### src/rtl/cpu_pkg.sv
// cpu_pkg: widths, halt opcode, decode opcodes and fetch state enum shared across the CPU
package cpu_pkg;
    localparam int ADDR_W = 6;
    localparam int INST_W = 32;
    localparam logic [7:0] HALT_OP = 8'hFF;
    localparam logic [7:0] OP_01 = 8'h01;
    localparam logic [7:0] OP_02 = 8'h02;
    localparam logic [7:0] OP_03 = 8'h03;
    localparam logic [7:0] OP_04 = 8'h04;
    localparam logic [7:0] OP_05 = 8'h05;
    localparam logic [7:0] OP_06 = 8'h06;
    localparam logic [7:0] OP_07 = 8'h07;
    localparam logic [7:0] OP_08 = 8'h08;
    localparam logic [7:0] OP_09 = 8'h09;
    localparam logic [7:0] OP_10 = 8'h10;
    localparam logic [7:0] OP_1F = 8'h1f;
    localparam logic [7:0] OP_20 = 8'h20;
    localparam logic [7:0] OP_21 = 8'h21;
    typedef enum logic [1:0] {LOAD, RUN, HALT} fetch_state_t;
endpackage

### src/rtl/pc_reg.sv
// pc_reg: program counter register with load, increment and hold
// Ports: clk, rst (async active-low), load_i/load_val_i (jump target), inc_i (advance), pc_o (current PC)
module pc_reg #(
    parameter int W = 6
) (
    input  logic         clk,
    input  logic         rst,
    input  logic         load_i,
    input  logic         inc_i,
    input  logic [W-1:0] load_val_i,
    output logic [W-1:0] pc_o
);
    logic [W-1:0] pc_q, pc_d;

    // Load wins over increment; increment wraps modulo 2^W
    always_comb pc_d = load_i ? load_val_i : inc_i ? pc_q + W'(1) : pc_q;

    always_ff @(posedge clk or negedge rst)
        if (!rst) pc_q <= '0;
        else      pc_q <= pc_d;

    assign pc_o = pc_q;
endmodule

### src/rtl/fetch_unit.sv
// fetch_unit: instruction fetch stage with PC, synchronous imem read, valid/ready to decode, jump redirect and halt
// Ports: clk, rst (async active-low); imem_en/imem_addr/imem_data (1-cycle sync memory);
//        inst/inst_valid/inst_ready/inst_pc (decode handshake); jmp_sig/jmp_sig_c/cond/jmp_add (redirect);
//        halted, retired_cnt (status)
import cpu_pkg::*;

module fetch_unit #(
    parameter int         ADDR_W  = cpu_pkg::ADDR_W,
    parameter int         INST_W  = cpu_pkg::INST_W,
    parameter logic [7:0] HALT_OP = cpu_pkg::HALT_OP
) (
    input  logic              clk,
    input  logic              rst,
    output logic              imem_en,
    output logic [ADDR_W-1:0] imem_addr,
    input  logic [INST_W-1:0] imem_data,
    output logic [INST_W-1:0] inst,
    output logic              inst_valid,
    input  logic              inst_ready,
    output logic [ADDR_W-1:0] inst_pc,
    input  logic              jmp_sig,
    input  logic              jmp_sig_c,
    input  logic              cond,
    input  logic [ADDR_W-1:0] jmp_add,
    output logic              halted,
    output logic [7:0]        retired_cnt
);
    fetch_state_t      state_q;
    logic [ADDR_W-1:0] pc_q, req_pc_q;
    logic [7:0]        cnt_q;
    logic              load, run, hs, halt, take, adv;

    assign load = state_q == LOAD;
    assign run  = state_q == RUN;
    assign hs   = run & inst_ready;
    assign halt = hs & (inst[INST_W-1 -: 8] == HALT_OP);
    // Halt outranks a jump on the same instruction
    assign take = hs & ~halt & (jmp_sig | (jmp_sig_c & cond));
    // Sequential advance: boot/redirect load, or an accepted non-control instruction
    assign adv  = load | (hs & ~halt & ~take);

    pc_reg #(.W(ADDR_W)) u_pc (
        .clk        (clk),
        .rst        (rst),
        .load_i     (take),
        .inc_i      (adv),
        .load_val_i (jmp_add),
        .pc_o       (pc_q)
    );

    // A stall re-reads req_pc so the word on imem_data stays put; jmp_add never reaches the address
    assign imem_en     = rst & (load | (run & ~halt & ~take));
    assign imem_addr   = (run & ~hs) ? req_pc_q : pc_q;
    assign inst        = imem_data;
    assign inst_valid  = run;
    assign inst_pc     = req_pc_q;
    assign halted      = state_q == HALT;
    assign retired_cnt = cnt_q;

    always_ff @(posedge clk or negedge rst)
        if (!rst) begin
            state_q  <= LOAD;
            req_pc_q <= '0;
            cnt_q    <= '0;
        end else begin
            if (adv) req_pc_q <= pc_q;
            if (hs)  cnt_q    <= cnt_q + 8'd1;
            state_q <= load ? RUN : halt ? HALT : take ? LOAD : state_q;
        end
endmodule

### config.mk
export PLATFORM = sky130hd
export DESIGN_NAME = fetch_unit
export DESIGN_NICKNAME = d
export VERILOG_FILES = /design/src/rtl/cpu_pkg.sv /design/src/rtl/pc_reg.sv /design/src/rtl/fetch_unit.sv
export SDC_FILE = /design/constraint.sdc
export NUM_CORES = 1
export LEC_CHECK = 0
export CAP_MARGIN = 10
export CORE_UTILIZATION = 35
export CTS_CLUSTER_DIAMETER = 40
export DETAILED_ROUTE_END_ITERATION = 6
export GPL_TIMING_DRIVEN = 0
export PLACE_DENSITY = 0.8
export SETUP_SLACK_MARGIN = 0.1
export SLEW_MARGIN = 5
export SYNTH_ARGS = -nofsm -noshare
export SYNTH_HDL_FRONTEND = slang
export SYNTH_SLANG_ARGS = --single-unit
### constraint.sdc
create_clock -name clk -period 2.1 [get_ports clk]
set_input_delay 0.42 -clock clk [delete_from_list [all_inputs] [get_ports clk]]
set_output_delay 0.42 -clock clk [all_outputs]
set_load 0.02 [all_outputs]
==> results.md, run 1 <==
### Yosys
• 189 — net count of the mapped netlist
• 1450 sq um — netlist area before placement
• 143 — number of standard cells after synthesis
• 0 — Syn. warnings
• 34 — distinct cell type count of the synthesized netlist
• 22 — number of flip-flops and latches in the synthesized netlist
• 0.380 — post-synthesis sequential area ratio
• dfrtp_1 — cell type with the largest total area after synthesis
• 10.1 sq um — per-instance average area after synthesis
• 0.380 — Yosys top cell area share
• dfrtp_1 (38%), buf_4 (17%), mux2_2 (7.0%), xnor2_1 (4.2%), nand4_1 (2.2%) — top cells by area, synth

### Worst setup path
• primary output — endpoint kind of the worst setup timing path
• flip-flop to primary output — classification of the worst setup path
• 1.68 ns — Worst EP required
• 1.59 ns — Data arrival, critical path
• 5 — crit-path max FO
• flip-flop — crit path launch type

### Routing
• 3490 um — wirelength, routed
• 2 — number of detailed-route iterations in the first pass
• 32 — number of DRC markers in iteration 0
• 4.72 — vias per std cell
• 1318 — vias
• 0 — DRC violations left
• 12.5 um — drt wl/cell
• 0 — count of nets left with antenna violations after detail routing

### Hold path
• input port to asynchronous set/reset pin — Tightest Hold Check Type

### Clocking
• 22 — Clock Sinks
• 3 — number of CTS-inserted buffers
• 1 — deepest level of the CTS H-tree
• 0.25 ns — Worst-Skew Late Latency
• 2 — maximum clock insertion buffer count
• clkbuf_8 — CTS Root Buffer Type
• yes — CTS tree
• 0.08 ns — CTS clock-pin slew for the worst setup and hold paths

### Power and ir drop
• 2.26 mW — Tot Pwr
• 1.13 nW — leakage power total
• 943 nW/um^2 — power density over the cells
• 0.000328 V — maximum vdd drop

### Floorplan
• 99 — Boundary Pins
• 23 — Placement Rows
• 66.3 um — horizontal die dimension
• 4400 sq um — overall die area
• 66.3 um — die height
• 4000 sq um — Core Footprint
• 0.362 — starting utilization of the core area

### Finish
• clkdlybuf4s50_1 (52), buf_4 (41), dfrtp_1 (21) — commonest non-fill, non-tap cells in the layout
• 276 — total number of nets in the final design
• 364 — Filler cells
• 2390 sq um — summed area of non-filler cells in the final layout
• clkdlybuf4s50_1 — most frequent standard cell in the layout excluding fill and tap cells
• 0 — Ant. Diodes
• 0.323 — layout cells sized above 1
• 65.2% — area overhead of the layout relative to synthesis

### Timing
• 0.565 ns — slew at the pin closest to its max-slew limit
• 0 — final count of pins violating max slew
• 2.01 ns — min cycle time layout
• 0 — total of endpoints with negative setup slack in the final report
• true — unrepaired setup endpoints after global routing
• 0.955 — final period utilization
• 0.00237 ns — Worst Skew
• 0.623 — tightest slew margin relative to the limit
• 0 ns — setup_tns
• 0.499 GHz — top achievable clock speed
• 0 — Final Hold Violating Endpoints
• 0.241 ns — post-route worst hold slack

### Global route
• 24 — maximum number of pins on one net before global-route repair
• 0.164 — Total Routing Usage GR
• 0 — total global routing overflow
• 1222 — number of global-route vias before repair
• 5560 um — first-pass GRT wire length
• 0 — antenna violations before repair

### Placed design
• 2590 um — HPWL reported at the end of detailed placement
• 74 — I/O Buffers
• 2250 sq um — placed inst area
• 0.734 — GP Congestion

### Run
• 0 — count of maximum capacitance violations

### Outcome
• finished clean — outcome

==> worst paths after layout <==
kind / from / to / slack, ns / cells after the start
max in group asynchronous: rst / state_q[0] / 1.45 / 1
worst min-delay path: rst / inst_pc[4] / 0.24 / 1
worst max register to register: state_q[1] / inst_pc[0] / 0.15 / 7
min in group clk: retired_cnt[7] / retired_cnt[7] / 0.48 / 1
worst max-delay path: state_q[1] / imem_addr[5] / 0.09 / 6
worst min register to register: retired_cnt[7] / retired_cnt[7] / 0.48 / 1
==> critical path: stages (launching register included) <==
cell     delay [ns]
dfrtp_1        0.38
buf_6          0.13
nor2b_4        0.11
nor2b_4        0.16
buf_6          0.13
mux2_4         0.30
buf_6          0.13
==> synth_stat cells <==
master	instances
o21ai_2	1
a21o_1	1
o21ai_0	6
and3_1	2
ha_1	2
nand2_1	8
a21oi_1	5
and4_1	3
o211ai_1	2
and3b_1	1
o32ai_1	1
inv_1	4
nor2_1	3
o22a_1	1
mux2_4	1
nand2b_1	1
nand4_1	5
nand3_1	5
buf_4	32
a22oi_1	2
dfrtp_1	22
a211oi_1	1
a31o_2	1
buf_2	1
a2bb2oi_1	2
xnor2_1	7
nand3b_1	1
o22ai_1	3
o22ai_2	1
o211ai_4	1
nor2b_1	3
mux2i_1	3
buf_6	2
mux2_2	9
==> power by group <==
part	internal [mW]	leakage (nW)	total [mW]	switching, mW
combinational	0.627	0.841	1.18	0.552
clock	0.167	0.0288	0.293	0.126
sequential	0.595	0.262	0.785	0.190
==> what timing repair did <==
item | in CTS | in global routing
resized for setup | 59 | 10
endpoints found under the setup margin | 15 | 15
hold buffers | 0 | 0
pin swaps | 3 | 2
setup buffers | 5 | 3
==> state kept, by name (all words and copies together), names as in the netlist <==
register / count
retired_cnt: 8
u_pc.pc_o: 6
inst_pc: 6
state_q: 2
==> layout make-up <==
class | count | area, sq um | share of cell area
multi-input combinational | 82 | 646 | 0.270
sequential | 22 | 552 | 0.231
inverter | 4 | 15.0 | 0.00627
clock buffer | 4 | 55.1 | 0.0230
tap | 50 | 62.6 | 0.0261
buffer | 35 | 274 | 0.114
timing repair buffer | 82 | 790 | 0.330
==> metrics by stage <==
| step | worst slack [ns] | instances | utilization |
|---|---|---|---|
| after floorplan | 0.121 | 143 | - |
| after global placement | -0.875 | 267 | 0.563 |
| after detailed placement | -0.848 | 267 | 0.563 |
| after CTS | 0.113 | 276 | 0.586 |
| after global routing | 0.0479 | 279 | 0.598 |
| final | 0.0944 | 279 | 0.598 |
==> cells by family after synthesis <==
group / after synthesis / synth area share
simple gates: 32 / 0.123
compound gates: 28 / 0.142
flops: 22 / 0.380
mux: 13 / 0.101
buf+inv: 39 / 0.195
xor+xnor: 7 / 0.0423
fa+ha+maj: 2 / 0.0173
==> layer usage <==
layer | vias up | global-route usage | part of all wire
met4 | 0 | 0.0399 | 0.0060
li1 | 648 | - | -
met1 | 611 | 0.205 | 0.44
met2 | 57 | 0.295 | 0.49
met5 | - | 0 | 0
met3 | 2 | 0.0207 | 0.066
Power figures use the tool's default switching activity.
==> run 2: changes to the inputs <==
CORE_UTILIZATION = 32   (was 35)
PLACE_DENSITY = 0.77   (was 0.8)
clock period = 1.8 ns   (was 2.1 ns; I/O delays follow)
==> results.md, run 2 (synthesized netlist as in run 1, its figures left out) <==
### Outcome
• complete, but fails checks — outcome
• negative setup slack — violated checks

### Routing
• 4 — number of detailed-route iterations in the first pass
• 68 — number of DRC markers in iteration 0
• 0 — DRC violations left
• 4000 um — wirelength, routed
• 4.87 — vias per std cell
• 1437 — vias
• 0 — count of nets left with antenna violations after detail routing
• 13.6 um — drt wl/cell

### Power and ir drop
• 0.390 — Net Sw Frac
• 1.12 mW — switching power summed over all nets
• 0.000364 V — maximum vdd drop
• 1.26 nW — leakage power total
• 2.86 mW — Tot Pwr
• 0.330 — Flop pwr share
• 0.544 — fraction of power consumed by combinational cells
• 1080 nW/um^2 — power density over the cells
• 0.126 — part of the total power dissipated in the clock network
• 1.74 mW — design internal power

### Worst setup path
• 4 — crit-path max FO
• flip-flop to primary output — classification of the worst setup path
• primary output — endpoint kind of the worst setup timing path
• 1.59 ns — Data arrival, critical path
• 1.44 ns — Worst EP required
• flip-flop — crit path launch type

### Global route
• 0.159 — Total Routing Usage GR
• 1288 — number of global-route vias before repair
• 0 — total global routing overflow
• 24 — maximum number of pins on one net before global-route repair
• 6130 um — first-pass GRT wire length
• 0 — antenna violations before repair

### Floorplan
• 4800 sq um — overall die area
• 4350 sq um — Core Footprint
• 0.333 — starting utilization of the core area
• 24 — Placement Rows
• 69.3 um — horizontal die dimension
• 99 — Boundary Pins
• 69.3 um — die height

### Finish
• 764 sq um — multi-input logic area
• 0.436 — layout cells sized above 1
• 0.607 — utilization of the core after routing
• 82.5% — area overhead of the layout relative to synthesis
• 0 — Ant. Diodes
• 373 — Filler cells
• 552 sq um — Reg area
• 8 — number of flip-flops under the largest register name
• 290 — total number of nets in the final design
• buf_4 — most frequent standard cell in the layout excluding fill and tap cells
• buf_4 (49), clkdlybuf4s50_1 (42), dfrtp_1 (21) — commonest non-fill, non-tap cells in the layout
• 2640 sq um — summed area of non-filler cells in the final layout

### Timing
• -0.155 ns — min setup slack post-route
• 17 — total of endpoints with negative setup slack in the final report
• 0.00556 ns — Worst Skew
• 0.616 ns — slew at the pin closest to its max-slew limit
• 0.589 — tightest slew margin relative to the limit
• 0 — Final Hold Violating Endpoints
• 1.09 — final period utilization
• 1.95 ns — min cycle time layout
• 0.512 GHz — top achievable clock speed
• 0 — final count of pins violating max slew
• true — unrepaired setup endpoints after global routing

### Clocking
• 22 — Clock Sinks
• yes — CTS tree
• clkbuf_8 — CTS Root Buffer Type
• 2 — maximum clock insertion buffer count
• 1 — deepest level of the CTS H-tree
• 0.27 ns — Worst-Skew Late Latency
• 3 — number of CTS-inserted buffers
• 0.08 ns — CTS clock-pin slew for the worst setup and hold paths
• 0 — number of hold buffers added after cts

### Placed design
• -1.02 ns — DP Worst Slack
• 0.803 — GP Congestion
• 2640 um — HPWL reported at the end of detailed placement
• 2260 sq um — placed inst area
• 74 — I/O Buffers

### Hold path
• input port to asynchronous set/reset pin — Tightest Hold Check Type

### Run
• 0 — count of maximum capacitance violations

run 2: cell count changes in the layout (fill, tap and decap cells not counted), moves of 7 or more:
cell	before	now
dlygate4sd2_1	9	18
clkdlybuf4s50_1	52	42
mux2_2	7	0
buf_4	41	49
mux2_4	3	10
buf_6	6	16
run 2: layout make-up:
| type | instances | share of cell area |
|---|---|---|
| Buffer | 35 | 0.104 |
| Multi-Input combinational cell | 82 | 0.289 |
| Timing Repair Buffer | 96 | 0.347 |
| Sequential cell | 22 | 0.209 |
| Tap cell | 52 | 0.0246 |
| Clock buffer | 4 | 0.0208 |
| Inverter | 4 | 0.00568 |
run 2: power groups by stage:
stage                     clock, mW  sequential [mW]  combinational [mW]
final                         0.361            0.943                1.56
after global routing          0.386            0.981                1.64
after CTS                     0.363            0.920                1.44
after detailed placement          0            0.923                1.37
after global placement            0            0.913                1.35
after floorplan                   0             1.04               0.611
run 2: path summary, 6_finish.rpt:
kind / start / to / slack [ns] / depth (start not counted)
worst max-delay path: state_q[1] / imem_addr[5] / -0.15 / 6
worst max register to register: state_q[1] / inst_pc[2] / -0.11 / 10
worst min-delay path: rst / u_pc.pc_o[2] / 0.19 / 1
max in group asynchronous: rst / state_q[0] / 1.17 / 1
worst min register to register: retired_cnt[7] / retired_cnt[7] / 0.47 / 1
min in group clk: retired_cnt[7] / retired_cnt[7] / 0.47 / 1
run 2: per-layer routing:
| layer | GRT usage | vias to the layer above | part of all wire |
|---|---|---|---|
| met1 | 0.194 | 681 | 0.39 |
| met2 | 0.272 | 66 | 0.52 |
| li1 | - | 684 | - |
| met3 | 0.0392 | 6 | 0.074 |
| met5 | 0 | - | 0 |
| met4 | 0.0544 | 0 | 0.013 |
run 2: per-stage QoR:
stage          TNS, ns  std cells  hold WS (ns)
2_1_floorplan        0        143        0.0644
3_3_place_gp     -7.79        269         0.465
3_5_place_dp     -8.15        269         0.472
4_1_cts         -0.807        290         0.211
5_1_grt          -2.75        295         0.234
6_report         -1.58        295         0.186
run 2: timing repair:
action                                 in CTS  in global routing
endpoints found under the hold margin       0                  0
resized for setup                          84                 41
pin swaps                                   4                 10
setup endpoints to repair                  25                 27
setup buffers                              17                  5
run 2: worst max-delay path, stage by stage, from the launching register on:
cell and delay [ns]:
dfrtp_1 0.38, buf_6 0.12, nor2b_4 0.11, nor2b_4 0.15, buf_6 0.13, mux2_4 0.31, buf_6 0.13
